[config.mk]
export PLATFORM = sky130hd
export DESIGN_NAME = kf_matrix_wr_arbiter
export DESIGN_NICKNAME = d
export VERILOG_FILES = /design/src/rtl/kf_matrix_wr_arbiter.sv
export SDC_FILE = /design/constraint.sdc
export NUM_CORES = 1
export LEC_CHECK = 0
export CAP_MARGIN = 5
export CORE_MARGIN = 2
export CORE_UTILIZATION = 51
export CTS_BUF_LIST = sky130_fd_sc_hd__clkbuf_8
export CTS_CLUSTER_SIZE = 8
export DETAILED_ROUTE_END_ITERATION = 8
export GPL_TIMING_DRIVEN = 0
export MAX_ROUTING_LAYER = met4
export PLACE_DENSITY = 0.78
export SYNTH_ARGS = -nofsm -noshare
export SYNTH_HDL_FRONTEND = slang
export SYNTH_SLANG_ARGS = --single-unit
[constraint.sdc]
create_clock -name S_AXI_ACLK -period 7.4 [get_ports S_AXI_ACLK]
set_input_delay 0.74 -clock S_AXI_ACLK [delete_from_list [all_inputs] [get_ports S_AXI_ACLK]]
set_output_delay 0.74 -clock S_AXI_ACLK [all_outputs]
set_load 0.05 [all_outputs]
[src/rtl/kf_matrix_wr_arbiter.sv]
// Write-port arbiter for the Kalman matrix bank: host FIFO plus core req/ack, round-robin, with load tracking.
// Define KF_ARB_STATS_EN to add the host_wr_cnt/core_wr_cnt handshake counters.
module kf_matrix_wr_arbiter #(
    parameter int DATA_WIDTH = 64,
    parameter int FIFO_DEPTH = 4,
    parameter int Q_DIM      = 12,
    parameter int R_DIM      = 6,
    parameter int P_DIM      = 12
) (
    input  logic                          S_AXI_ACLK,
    input  logic                          S_AXI_ARESETN,
    input  logic                          host_wr_en,
    input  logic [DATA_WIDTH-1:0]         host_data,
    input  logic [9:0]                    host_row,
    input  logic [9:0]                    host_col,
    input  logic [1:0]                    host_sel,
    input  logic                          core_req,
    input  logic [DATA_WIDTH-1:0]         core_data,
    input  logic [9:0]                    core_row,
    input  logic [9:0]                    core_col,
    input  logic [1:0]                    core_sel,
    input  logic                          core_busy,
    output logic                          core_ack,
    output logic                          mem_wr_en,
    output logic [DATA_WIDTH-1:0]         mem_data,
    output logic [9:0]                    mem_row,
    output logic [9:0]                    mem_col,
    output logic [1:0]                    mem_sel,
    input  logic                          mem_ready,
    input  logic                          clr_loaded,
    output logic                          q_loaded,
    output logic                          r_loaded,
    output logic                          p_loaded,
    output logic                          host_ovf,
`ifdef KF_ARB_STATS_EN
    output logic [15:0]                   host_wr_cnt,
    output logic [15:0]                   core_wr_cnt,
`endif
    output logic [$clog2(FIFO_DEPTH):0]   fifo_level
);

    localparam int PTR_W = $clog2(FIFO_DEPTH);
    localparam int ENT_W = 2 + 10 + 10 + DATA_WIDTH;

    typedef enum logic {IDLE, ISSUE} state_t;
    typedef enum logic {OWN_HOST, OWN_CORE} owner_t;

    state_t                  state_q, state_d;
    owner_t                  owner_q, owner_d, last_grant_q, last_grant_d;
    logic                    mem_wr_en_q, mem_wr_en_d;
    logic [DATA_WIDTH-1:0]   mem_data_q, mem_data_d;
    logic [9:0]              mem_row_q, mem_row_d, mem_col_q, mem_col_d;
    logic [1:0]              mem_sel_q, mem_sel_d;
    logic [PTR_W-1:0]        rd_ptr_q, rd_ptr_d, wr_ptr_q, wr_ptr_d;
    logic [PTR_W:0]          level_q, level_d;
    logic                    host_ovf_q, host_ovf_d;
    logic [ENT_W-1:0]        fifo_mem_q [FIFO_DEPTH];
    logic [ENT_W-1:0]        head;
    logic                    fifo_empty, fifo_full, push, pop, handshake, host_hs, core_hs;
    logic                    host_elig, core_elig, host_valid;
    logic [2:0]              loaded;

    assign head       = fifo_mem_q[rd_ptr_q];
    assign fifo_empty = (level_q == '0);
    assign fifo_full  = (level_q == (PTR_W+1)'(FIFO_DEPTH));
    assign handshake  = mem_wr_en_q & mem_ready;
    assign host_hs    = handshake & (owner_q == OWN_HOST);
    assign core_hs    = handshake & (owner_q == OWN_CORE);
    assign host_valid = host_wr_en & (host_sel != 2'd3);
    assign host_elig  = ~fifo_empty & ~core_busy;
    assign core_elig  = core_req;

    always_comb begin
        state_d      = state_q;
        owner_d      = owner_q;
        last_grant_d = last_grant_q;
        mem_wr_en_d  = mem_wr_en_q;
        mem_data_d   = mem_data_q;
        mem_row_d    = mem_row_q;
        mem_col_d    = mem_col_q;
        mem_sel_d    = mem_sel_q;
        pop          = 1'b0;
        case (state_q)
            IDLE: begin
                // Host wins a tie only when the core had the previous grant.
                if (host_elig && (!core_elig || last_grant_q == OWN_CORE)) begin
                    mem_wr_en_d = 1'b1;
                    mem_sel_d   = head[ENT_W-1 -: 2];
                    mem_row_d   = head[DATA_WIDTH+19 -: 10];
                    mem_col_d   = head[DATA_WIDTH+9 -: 10];
                    mem_data_d  = head[DATA_WIDTH-1:0];
                    owner_d     = OWN_HOST;
                    pop         = 1'b1;
                    state_d     = ISSUE;
                end else if (core_elig) begin
                    mem_wr_en_d = 1'b1;
                    mem_sel_d   = core_sel;
                    mem_row_d   = core_row;
                    mem_col_d   = core_col;
                    mem_data_d  = core_data;
                    owner_d     = OWN_CORE;
                    state_d     = ISSUE;
                end
            end
            ISSUE: begin
                if (handshake) begin
                    mem_wr_en_d  = 1'b0;
                    last_grant_d = owner_q;
                    state_d      = IDLE;
                end
            end
            default: state_d = IDLE;
        endcase
    end

    always_comb begin
        push       = host_valid & (~fifo_full | pop);
        wr_ptr_d   = wr_ptr_q + PTR_W'(push);
        rd_ptr_d   = rd_ptr_q + PTR_W'(pop);
        level_d    = level_q;
        if (push && !pop)
            level_d = level_q + (PTR_W+1)'(1);
        else if (pop && !push)
            level_d = level_q - (PTR_W+1)'(1);
        host_ovf_d = clr_loaded ? 1'b0 : (host_ovf_q | (host_valid & fifo_full & ~pop));
    end

    always_ff @(posedge S_AXI_ACLK or negedge S_AXI_ARESETN) begin
        if (!S_AXI_ARESETN) begin
            state_q      <= IDLE;
            owner_q      <= OWN_HOST;
            last_grant_q <= OWN_CORE;
            mem_wr_en_q  <= 1'b0;
            mem_data_q   <= '0;
            mem_row_q    <= '0;
            mem_col_q    <= '0;
            mem_sel_q    <= '0;
            rd_ptr_q     <= '0;
            wr_ptr_q     <= '0;
            level_q      <= '0;
            host_ovf_q   <= 1'b0;
        end else begin
            state_q      <= state_d;
            owner_q      <= owner_d;
            last_grant_q <= last_grant_d;
            mem_wr_en_q  <= mem_wr_en_d;
            mem_data_q   <= mem_data_d;
            mem_row_q    <= mem_row_d;
            mem_col_q    <= mem_col_d;
            mem_sel_q    <= mem_sel_d;
            rd_ptr_q     <= rd_ptr_d;
            wr_ptr_q     <= wr_ptr_d;
            level_q      <= level_d;
            host_ovf_q   <= host_ovf_d;
        end
    end

    // Storage needs no reset: occupancy is tracked by the pointers and level.
    always_ff @(posedge S_AXI_ACLK) begin
        if (push)
            fifo_mem_q[wr_ptr_q] <= {host_sel, host_row, host_col, host_data};
    end

    for (genvar gi = 0; gi < 3; gi++) begin : g_load
        localparam int DIM   = (gi == 0) ? Q_DIM : ((gi == 1) ? R_DIM : P_DIM);
        localparam int CNT_W = $clog2(DIM * DIM + 1);
        localparam logic [CNT_W-1:0] FULL  = CNT_W'(DIM * DIM);
        localparam logic [9:0]       DIM_L = 10'(DIM);
        logic [CNT_W-1:0] cnt_q, cnt_d;
        logic             hit;

        always_comb begin
            hit   = host_hs && (mem_sel_q == 2'(gi)) && (mem_row_q < DIM_L) && (mem_col_q < DIM_L);
            cnt_d = cnt_q;
            if (clr_loaded)
                cnt_d = '0;
            else if (hit && cnt_q != FULL)
                cnt_d = cnt_q + CNT_W'(1);
        end

        always_ff @(posedge S_AXI_ACLK or negedge S_AXI_ARESETN) begin
            if (!S_AXI_ARESETN) cnt_q <= '0;
            else                cnt_q <= cnt_d;
        end

        assign loaded[gi] = (cnt_q == FULL);
    end

`ifdef KF_ARB_STATS_EN
    logic [15:0] host_wr_cnt_q, host_wr_cnt_d, core_wr_cnt_q, core_wr_cnt_d;

    always_comb begin
        host_wr_cnt_d = host_wr_cnt_q + 16'(host_hs);
        core_wr_cnt_d = core_wr_cnt_q + 16'(core_hs);
    end

    always_ff @(posedge S_AXI_ACLK or negedge S_AXI_ARESETN) begin
        if (!S_AXI_ARESETN) begin
            host_wr_cnt_q <= '0;
            core_wr_cnt_q <= '0;
        end else begin
            host_wr_cnt_q <= host_wr_cnt_d;
            core_wr_cnt_q <= core_wr_cnt_d;
        end
    end

    assign host_wr_cnt = host_wr_cnt_q;
    assign core_wr_cnt = core_wr_cnt_q;
`endif

    assign core_ack   = core_hs;
    assign mem_wr_en  = mem_wr_en_q;
    assign mem_data   = mem_data_q;
    assign mem_row    = mem_row_q;
    assign mem_col    = mem_col_q;
    assign mem_sel    = mem_sel_q;
    assign q_loaded   = loaded[0];
    assign r_loaded   = loaded[1];
    assign p_loaded   = loaded[2];
    assign host_ovf   = host_ovf_q;
    assign fifo_level = level_q;

endmodule
Word level (Yosys, flattened, before mapping)
Memories as Yosys holds them, arrays and structs flattened.
Cells that the tools add are included.
- output and inout bits: 95
- memories kept: 1
- memory bits (writable): 344
- bits in registers: 120
- memory list (name ; depth ; bits a word ; rd ports ; clocked after Yosys merged registers in ; write ports ; line ; RTL):
    fifo_mem_q ; 4 ; 86 ; 1 ; 0 ; 1 ; 57 ; logic [ENT_W-1:0] fifo_mem_q [FIFO_DEPTH];
- magnitude comparators: 4
- bitwise operators: 16
- reductions and logical operators: 29
- equality and inequality tests: 12
- multiplexer cells: 30
- add/sub/neg operators: 7
- operator list (cell ; count):
    $mux W64 ; 2
    $mux W10 ; 4
    $mux W8 ; 4
    $lt A10 B3 Y1 const B ; 2
    $lt A10 B4 Y1 const B ; 2
    $add A8 B1 Y8 const B ; 2
    $eq A8 B8 Y1 const B ; 2
    $ne A8 B8 Y1 const B ; 2
    $logic_and A1 B1 Y1 ; 15
    $mux W1 ; 12
    $mux W6 ; 2
    $reduce_bool A2 Y1 ; 5
    $and A1 B1 Y1 ; 8
    $add A6 B1 Y6 const B ; 1
    $eq A6 B6 Y1 const B ; 1
    $mux W3 ; 2
    $ne A6 B6 Y1 const B ; 1
    $not A1 Y1 ; 6
    $reduce_and A2 Y1 ; 3
    $add A2 B1 Y2 ; 2
    $mux W2 ; 2
    $pmux W1 S2 ; 2
    $add A3 B1 Y3 const B ; 1
    $eq A3 B3 Y1 const B ; 1
    other kinds (11) ; 14

Depth between registers and ports, before layout
- word-level depth: 12
- gate-level depth with buffers: 11
- gate-level depth less buffers: 10

Least setup slack after synthesis
Ideal clock, no wire load.
- kind: input to register
- start point: input port core_req
- end point: memory fifo_mem_q[1][0] (netlist bit) (enable)
- data arrival time: 7.670 ns
- path slack: -0.924 ns
- library setup time: 0.654 ns
- cell stages on the path: 4
- cells stage by stage: nor2b_1 > o311ai_0 > nand2_1 > nor3b_1
- cells in the longest elaborated chain, start to end: 9
- RTL lines (element ; line ; RTL):
    start: declaration ; 17 ; input logic core_req,
    $logic_not A1 Y1 ; 86 ; if (host_elig && (!core_elig || last_grant_q == OWN_CORE)) begin
    $logic_or A1 B1 Y1 ; 86 ;
    $logic_and A1 B1 Y1 ; 86 ;
    $mux W1 ; 86 ;
    $mux W1 ; 83 ; case (state_q)
    $or A1 B1 Y1 ; 117 ; push = host_valid & (~fifo_full | pop);
    $and A1 B1 Y1 ; 117 ;
    $mux W1 ; 160 ; if (push)
    $mux W1 (not written as such) ; 161 ; fifo_mem_q[wr_ptr_q] <= {host_sel, host_row, host_col, host_data};
    end: declaration ; 57 ;
Every way passes these cells.

Worst setup path after layout
- start point: register g_load[0].cnt_q[2]
- end point: output port q_loaded
- cells in the longest elaborated chain, start to end: 1
- RTL lines (element ; line ; RTL):
    start: declaration ; 169 ; logic [CNT_W-1:0] cnt_q, cnt_d;
    start signal: assignment ; 183 ; else cnt_q <= cnt_d;
    $eq A8 B8 Y1 ; 186 ; assign loaded[gi] = (cnt_q == FULL);
    end: declaration ; 31 ; output logic q_loaded,
Every way passes these cells.

==> key figures <==
Global route
  • Vias in the first global route: 10,900
  • Global-route wire length before repair: 63,400 um
  • Number of antenna violations at the first check in global routing: 6
  • Gr ovfl total: 0
  • Pin count of the biggest net entering global routing: 76
  • Tot GR Track Use: 22.9%

Floorplanning
  • Core area: 36,500 um2
  • DIE WIDTH: 196 um
  • Die Height: 196 um
  • FP Rows: 70
  • Die footprint: 38,500 um2
  • Initial core utilization: 51.6%
  • Ports: 274

Pwr
  • PwrDens: 382 nW/um2
  • Sw frac: 34.7%
  • Psw: 3.17 mW
  • Cell Int Power: 5.97 mW
  • VDD IR-drop max: 0.312 mV
  • Seq pwr share: 40.3%
  • Power share of the combinational group: 38.3%
  • Clock share of power: 21.4%
  • Static Leak: 8.54 nW

Setup path
  • Reg2reg start: fifo_level[0]$_DFFE_PN0P_
  • Arr. time, crit path: 2800 ps
  • Crit start category: flip-flop
  • Worst setup EP type: output port
  • CP Launch Point: g_load[0].cnt_q[2]$_DFFE_PN0P_
  • Crit path kind: reg -> out
  • Slowest stage cell, crit path: clkdlybuf4s50_1
  • Crit path max-delay family: buffers and inverters
  • Max incr delay on CP: 910 ps
  • CP required: 6660 ps
  • Worst Path Buf+Inv: 1
  • CP Max Fanout: 7
  • Crit-path cells: or3b_2 -> nor4_2 -> clkdlybuf4s50_1

Clock network
  • CTS H-Tree Depth: 3
  • Worst-Skew Late Latency: 610 ps
  • TritonCTS clock tree: done
  • Total CTS buffers: 76
  • Setup bufs post-CTS: 0
  • # resized after CTS: 0
  • Cts hold-fix bufs: 0
  • Clock Pin Slew Worst Setup and Hold Paths: 60 ps
  • CTS root buf: clkbuf_8
  • CTS sink count: 464
  • CTS Buffer Depth: 3

Placement
  • Dpl ws: 3300 ps
  • IO Port Bufs: 273
  • Final HPWL DP: 28,500 um
  • RD Place Congestion: 0.861

Yosys
  • Async S/R FF share, synth: 25.9%
  • Top-area cell type share of the netlist area: 54.8%
  • Number of synthesized flops with an enable pin: 344
  • Ys flop type: edfxtp_1
  • Most common cell in the netlist: edfxtp_1
  • Netlist Area Pre-Place: 18,800 um2
  • Synth area leaders: edfxtp_1 (55%), dfrtp_1 (16%), mux4_2 (10%)
  • #FFs+latches synth: 464
  • Top cell type by total area after synthesis: edfxtp_1
  • Synth Net Count: 1,125
  • Sequential share of the synthesized area: 70.7%
  • Ys Warns: 0
  • Synthesized area per cell: 20.1 um2
  • Mapped Cells: 936
  • Count of unique library cells instantiated by Yosys: 52
  • Synth top cells by count: edfxtp_1 (344), mux2_2 (141), dfrtp_1 (119), mux4_2 (86), mux2_4 (40)

Routing
  • Routed Antenna Nets: 0
  • DRC viols: 0
  • Wire per inst: 22.6 um
  • Total number of vias: 10,100
  • Initial drt markers: 587
  • Routed WL: 41,600 um
  • Drt via density: 5.50
  • First-pass DRT Iterations: 5

Timing
  • Final worst slack: 3860 ps
  • Worst rel slew slack: 29.0%
  • Final period util: 47.9%
  • Final setup vio count: 0
  • Max-slew violations: 0
  • Tightest Pin Transition: 1060 ps
  • Endpoints failing hold: 0
  • Period minus WS final: 3540 ps
  • Hold_ws: 67.0 ps
  • Skew final: 17.9 ps
  • Fmax: 282 MHz
  • RSZ-0062 raised after global routing: no

Outcome
  • Status: finished, final reports clean

Run
  • MaxCap Viol Count: 0

Final layout
  • Share of layout cells above drive strength 1: 30.8%
  • Area grow syn2layout: 27.1%
  • Final nets: 1,496

Worst hold path
  • Hold Path Class: in -> async
power groups by stage:
stage                     sequential (mW)  clock, mW  combinational [mW]
after floorplan                      4.56          0                1.48
after global placement               3.76          0                3.40
after detailed placement             3.73          0                3.54
after CTS                            3.69       2.02                3.56
after global routing                 3.74       2.13                3.69
final                                3.68       1.96                3.50
worst register-to-register path, delay by kind of cell, from the launching register on:
kind | cells | cell delay, ps
adders and majority gates | 2 | 670
buffers and inverters | 3 | 860
DFF | 1 | 470
muxes | 1 | 270
and+or+nand+nor | 3 | 910
per-layer routing:
layer  global-route usage (%)  share of wire, %  wire, um  vias up
met5                        -                 0         0        -
met4                     7.77               2.0       836        0
met3                     5.88               7.5      3120       64
met2                     36.1                49     20500      360
met1                     29.3                41     17100     5175
li1                         -                 -         -     4532
sequential cells by signal (all words and copies together) (netlist names):
signal	count
fifo_level	3
fifo_mem_q	344
g_load.cnt_q	22
host_ovf	1
last_grant_q	1
mem_col	10
mem_data	64
mem_row	10
mem_sel	2
mem_wr_en	1
owner_q	1
rd_ptr_q	2
state_q	1
wr_ptr_q	2
cells by family after synthesis:
group / count (synthesis) / share of synthesized area, %
AOI/OAI and AO/OA: 35 / 1.23
DFF: 464 / 70.7
xor gates and xnor gates: 5 / 0.232
muxes: 269 / 22.0
buffers and inverters: 60 / 1.88
adders and majority gates: 10 / 0.704
and+or+nand+nor: 93 / 3.21
layout by cell type, fill, tap and decap left out, types with 11 or more instances in the layout:
master           instances
edfxtp_1               344
clkdlybuf4s50_1        272
mux2_2                 141
dfrtp_1                119
mux4_2                  86
clkbuf_8                80
inv_1                   55
mux2_4                  40
buf_2                   23
a21oi_1                 15
nor2_1                  14
clkbuf_1                13
clkinv_1                13
o31ai_1                 11
buf_8                   11
final cells by class:
| type | count | area [um2] |
|---|---|---|
| Tap cell | 468 | 586 |
| Sequential cell | 464 | 13300 |
| Inverter | 16 | 60.1 |
| Clock inverter | 58 | 228 |
| Antenna cell | 6 | 15.0 |
| Multi-Input combinational cell | 412 | 5200 |
| Fill cell | 2441 | 12600 |
| Clock buffer | 80 | 1100 |
| Timing Repair Buffer | 293 | 3150 |
| Buffer | 44 | 294 |
stage by stage:
stage               cell area [um2]  util, %  cells  total power [mW]  setup TNS [ps]
floorplan                     18900        -    936              6.03               0
global placement              22200     60.7   1677              7.16         -338970
detailed placement            22600     61.9   1697              7.28               0
CTS                           23900     65.6   1835              9.26               0
global route                  24000     65.6   1841              9.56               0
finish                        24000     65.6   1841              9.14               0
path summary, 6_finish.rpt:
path,endpoint,slack [ps],depth (start not counted)
min reg2reg,mem_data[36]$_DFFE_PN0P_,500,1
min in group S_AXI_ACLK,mem_data[36]$_DFFE_PN0P_,500,1
max reg2reg,fifo_level[1]$_DFFE_PN0P_,4110,9
max,q_loaded,3860,3
min,mem_col[8]$_DFFE_PN0P_,70,1
max in group asynchronous,last_grant_q$_DFFE_PN1P_,6520,2
Note: power is estimated with default switching activity, not from simulation.
